==> src/rtl/pixel_write_arbiter.sv <==
// ============================================================================
//  Module      : pixel_write_arbiter
//  Description : Round-robin arbiter sharing one Avalon-MM write master into
//                the VGA pixel buffer between NUM_REQ drawing engines.
//  Revision    : 1.0 - initial release
// ============================================================================
`default_nettype none

module pixel_write_arbiter #(
    parameter int NUM_REQ  = 4,
    parameter int ADDR_W   = 32,
    parameter int DATA_W   = 16,
    parameter int MAX_HOLD = 8
) (
    input  logic                        clk,
    input  logic                        reset,
    input  logic [NUM_REQ-1:0]          req_valid,
    input  logic [NUM_REQ*ADDR_W-1:0]   req_addr,
    input  logic [NUM_REQ*DATA_W-1:0]   req_data,
    input  logic [NUM_REQ-1:0]          req_last,
    output logic [NUM_REQ-1:0]          req_ready,
    output logic [ADDR_W-1:0]           avm_address,
    output logic [DATA_W-1:0]           avm_writedata,
    output logic                        avm_write,
    input  logic                        avm_waitrequest,
    output logic [$clog2(NUM_REQ)-1:0]  grant_id,
    output logic                        busy
);

    localparam int ID_W = $clog2(NUM_REQ);

    typedef enum logic [0:0] {
        ST_IDLE = 1'b0,
        ST_OWN  = 1'b1
    } state_t;

    state_t             r_state;
    logic [7:0]         r_hold_cnt;

    logic [ADDR_W-1:0]  w_addr [NUM_REQ];
    logic [DATA_W-1:0]  w_data [NUM_REQ];
    logic               w_reg_free;
    logic               w_own_valid;
    logic               w_handshake;
    logic [ID_W-1:0]    w_pick;
    logic [ID_W:0]      w_scan;
    logic               w_found;
    logic [7:0]         w_hold_next;

    generate
        for (genvar gi = 0; gi < NUM_REQ; gi++) begin : g_unpack
            assign w_addr[gi] = req_addr[gi*ADDR_W +: ADDR_W];
            assign w_data[gi] = req_data[gi*DATA_W +: DATA_W];
        end
    endgenerate

    assign w_reg_free  = !avm_write || !avm_waitrequest;
    assign w_own_valid = req_valid[grant_id];
    assign w_handshake = (r_state == ST_OWN) && w_own_valid && w_reg_free;
    assign w_hold_next = r_hold_cnt + 8'd1;
    assign busy        = (r_state == ST_OWN) || avm_write;

    always_comb begin
        req_ready = '0;
        if (w_handshake)
            req_ready[grant_id] = 1'b1;
    end

    // Rotating scan starting just after the last owner; wraps with one subtract.
    always_comb begin
        w_pick  = grant_id;
        w_found = 1'b0;
        w_scan  = '0;
        for (int k = 1; k <= NUM_REQ; k++) begin
            w_scan = {1'b0, grant_id} + (ID_W+1)'(k);
            if (w_scan >= (ID_W+1)'(NUM_REQ))
                w_scan = w_scan - (ID_W+1)'(NUM_REQ);
            if (!w_found && req_valid[w_scan[ID_W-1:0]]) begin
                w_found = 1'b1;
                w_pick  = w_scan[ID_W-1:0];
            end
        end
    end

    always_ff @(posedge clk or posedge reset) begin
        if (reset) begin
            r_state       <= ST_IDLE;
            r_hold_cnt    <= '0;
            grant_id      <= ID_W'(NUM_REQ - 1);
            avm_write     <= 1'b0;
            avm_address   <= '0;
            avm_writedata <= '0;
        end else begin
            // The output word drains on its own, independent of arbitration state.
            if (w_handshake) begin
                avm_address   <= w_addr[grant_id];
                avm_writedata <= w_data[grant_id];
                avm_write     <= 1'b1;
            end else if (avm_write && !avm_waitrequest) begin
                avm_write     <= 1'b0;
            end

            case (r_state)
                ST_IDLE: begin
                    if (|req_valid) begin
                        grant_id   <= w_pick;
                        r_hold_cnt <= '0;
                        r_state    <= ST_OWN;
                    end
                end
                ST_OWN: begin
                    if (!w_own_valid) begin
                        r_state <= ST_IDLE;
                    end else if (w_handshake) begin
                        r_hold_cnt <= w_hold_next;
                        if (req_last[grant_id] || (w_hold_next == 8'(MAX_HOLD)))
                            r_state <= ST_IDLE;
                    end
                end
                default: r_state <= ST_IDLE;
            endcase
        end
    end

endmodule

`default_nettype wire

==> config.mk <==
export PLATFORM = sky130hd
export DESIGN_NAME = pixel_write_arbiter
export DESIGN_NICKNAME = d
export VERILOG_FILES = /design/src/rtl/pixel_write_arbiter.sv
export SDC_FILE = /design/constraint.sdc
export NUM_CORES = 1
export LEC_CHECK = 0
export ABC_AREA = 1
export CAP_MARGIN = 25
export CORE_MARGIN = 8
export CORE_UTILIZATION = 38
export CTS_BUF_LIST = sky130_fd_sc_hd__clkbuf_2
export DETAILED_ROUTE_END_ITERATION = 6
export PLACE_DENSITY = 0.82
export SLEW_MARGIN = 20
export SYNTH_ARGS = -nofsm -noshare
export SYNTH_HDL_FRONTEND = slang
export SYNTH_SLANG_ARGS = --single-unit
export TNS_END_PERCENT = 10
==> constraint.sdc <==
create_clock -name clk -period 2.5 [get_ports clk]
set_input_delay 0.375 -clock clk [delete_from_list [all_inputs] [get_ports clk]]
set_output_delay 0.375 -clock clk [all_outputs]
set_load 0.02 [all_outputs]
==> results_dict.tcl <==
set metrics [dict create \
    num_rows 38 \
    ys.flop_type "dfrtp_1" \
    cts_buffers 9 \
    p_leak_uw 0.00304 \
    synth-edff-count 0 \
    drt-met1-wl_mm 6.17 \
    place_area_mm2 0.00670 \
    crit_cells 2 \
    via_count 5199 \
    grt_max_degree 62 \
    ys_ff_latch 60 \
    grt_pass1_wl_mm 25.8 \
    rsz0062_at_grt "false" \
    rrSetupSlack_ns 0.27 \
    antenna_cells 0 \
    initial_core_util_pct 38.3 \
    p_seq_share_pct 23.0 \
    clkSlewWorstSetupHoldPaths_ns 0.19 \
    syn_nets 827 \
    die_x_um 120 \
    cts_tree "yes" \
    worst-path-buf-inv 2 \
    io_buffers 258 \
    synthTopCellsByCount "190 x nand2_1, 109 x nor2_1, 103 x o21ai_0" \
    netlist.area_leader.share_pct 35.6 \
    crit_required_ns 2.12 \
    clock-sinks 60 \
    pwr-share-clk_pct 9.2 \
    drt_iter0_drc 289 \
    detailed_place_hpwl_mm 12.7 \
    synthArstFlopShare_pct 100 \
    slowest_stage "clkdlybuf4s50_1" \
    fin_setup_tns_ns 0 \
    drc_errors 0 \
    setup-violations-final 0 \
    track_usage_pct 22.0 \
    critical_path_class "reg -> out" \
    cts-root-buf "clkbuf_2" \
    grt_overflow 0 \
    yosys_warnings 0 \
    worstPathCellList "buf_4, clkdlybuf4s50_1" \
    start_kind "register" \
    synth_area_mm2 0.00408 \
    route.met2.wl_mm 8.39 \
    drv_slew 0 \
    powerDensity_mw_per_mm2 1080 \
    route.met3.wl_mm 1.30 \
    end_kind "output port" \
    critPathMaxStageDelay_ns 0.65 \
    synth_cells 619 \
    crit_fanout 23 \
    clockBufferDepth 2 \
    crit_family "buffers and inverters" \
    fp.dieH_um 120 \
    avgRoutedWirePerCell_um 16.4 \
    slew_headroom_pct 59.4 \
    layout-drive-gt1-share_pct 5.90 \
    placed_cells 985 \
    synth_largest_area_cell "dfrtp_1" \
    switching_share_pct 48.6 \
    cts_max_level 3 \
    yosys.cell_count.top_type "nand2_1" \
    firstDrtPassIters 4 \
    power.internal_uw 3790 \
    synth.area.top_cells "dfrtp_1 36%, nand2_1 17%, o21ai_0 13%" \
    viasPerCell 5.18 \
    grt_pass1_vias 5415 \
    ir_drop_uv 881 \
    insertion_delay_ns 0.49 \
    hold_violations 0 \
    netSwitchingPower_uw 3590 \
    routed_wl_mm 16.5 \
    fmax_mhz 420 \
    syn_area_per_cell_um2 6.59 \
    worst_pin_slew_ns 0.608 \
    synth.distinct_cells 29 \
    rr_worst_depth 9 \
    clock_skew_ns 0.0270 \
    core_area_mm2 0.0107 \
    maxCapViolCount 0 \
    routed.top_layer "met4" \
    gp_congestion 0.928 \
    arrival_ns 2.01 \
    final_cell_count_no_fill 1004 \
    layout.nets 1067 \
    outcome "completed" \
    p_comb_share_pct 67.7 \
    min-delay-path-class "in -> async" \
    syn2layout_area_growth_pct 67.8 \
    ys_seq_area_share_pct 36.9 \
    die_area_mm2 0.0143 \
    period_share_pct 95.3 \
    stdcell_area_mm2 0.00684 \
    grt_antenna_before_repair 0 \
    fin_crit_ns 2.38 \
    antenna_left 0 \
    ios 259 \
]
[registers in the layout (all words and copies together) (netlist names)]
register       count
avm_address       32
avm_writedata     16
r_hold_cnt         8
grant_id           2
avm_write          1
r_state            1
[cells by family (layout without fill, tap and decap cells)]
| family | Yosys count | in the layout | synth area share (%) |
|---|---|---|---|
| adders and majority gates | 5 | 5 | 1.53 |
| xor gates and xnor gates | 1 | 1 | 0.215 |
| buffers and inverters | 69 | 314 | 8.32 |
| muxes | 2 | 2 | 0.798 |
| DFF | 60 | 60 | 36.9 |
| and+or+nand+nor | 320 | 320 | 30.3 |
| AOI/OAI and AO/OA | 162 | 162 | 21.9 |
[layout by cell type (no fill, tap or decap), types with 2 or more instances in the layout]
cell,instances
o21ai_2,4
o22ai_1,49
nor2_1,109
buf_4,15
o21ai_0,103
clkinv_2,3
inv_2,3
buf_2,3
nand2_1,190
nand2_2,2
nand3_1,15
clkdlybuf4s50_1,253
ha_1,5
a21oi_1,2
inv_1,20
clkbuf_2,10
o21ai_1,2
dfrtp_1,58
bufinv_16,2
[final timing paths]
path | startpoint | end
worst min-delay path | reset | avm_address[11]
worst max register to register | grant_id[1] | grant_id[0]
worst min register to register | avm_address[30] | avm_address[30]
max in group asynchronous | reset | avm_writedata[5]
min in group clk | avm_address[30] | avm_address[30]
worst max-delay path | grant_id[1] | grant_id[1]
[routing by layer]
metal / global-route usage [%] / up-vias
met5: 0 / -
met4: 10.4 / 0
met3: 6.76 / 49
met2: 40.1 / 240
met1: 22.5 / 2392
li1: - / 2518
[power by group through the flow]
stage / sequential (uW) / clock, uW / combinational [uW]
after floorplan: 2150 / 0 / 2770
after global placement: 1710 / 0 / 4850
after detailed placement: 1730 / 0 / 4980
after CTS: 1710 / 699 / 5020
after global routing: 1750 / 742 / 5520
final: 1700 / 683 / 5000
[through the flow]
step | power (uW) | utilization (%) | hold slack, ns | worst slack, ns
after global routing | 8010 | 64.2 | 0.191 | 0.00517
after detailed placement | 6710 | 62.9 | 0.464 | -0.0856
after global placement | 6560 | 62.9 | 0.460 | 0.00757
final | 7380 | 64.2 | 0.210 | 0.116
after floorplan | 4910 | - | 0.515 | 0.289
after CTS | 7430 | 64.3 | 0.186 | 0.00495
[final cells by class]
| cell class | instances | area [um2] |
|---|---|---|
| clock buffer | 10 | 50.0 |
| clock inverter | 6 | 78.8 |
| fill | 947 | 3810 |
| inverter | 24 | 92.6 |
| multi-input combinational | 490 | 2240 |
| sequential | 60 | 1510 |
| tap | 140 | 175 |
| timing repair buffer | 274 | 2700 |
[what timing repair did]
| item | in CTS | in global routing |
|---|---|---|
| gates resized for setup | 16 | 3 |
| endpoints found under the setup margin | 5 | 4 |
| setup buffers | 2 | 1 |
| hold buffers | 0 | 0 |
Note: power is estimated with default switching activity, not from simulation.
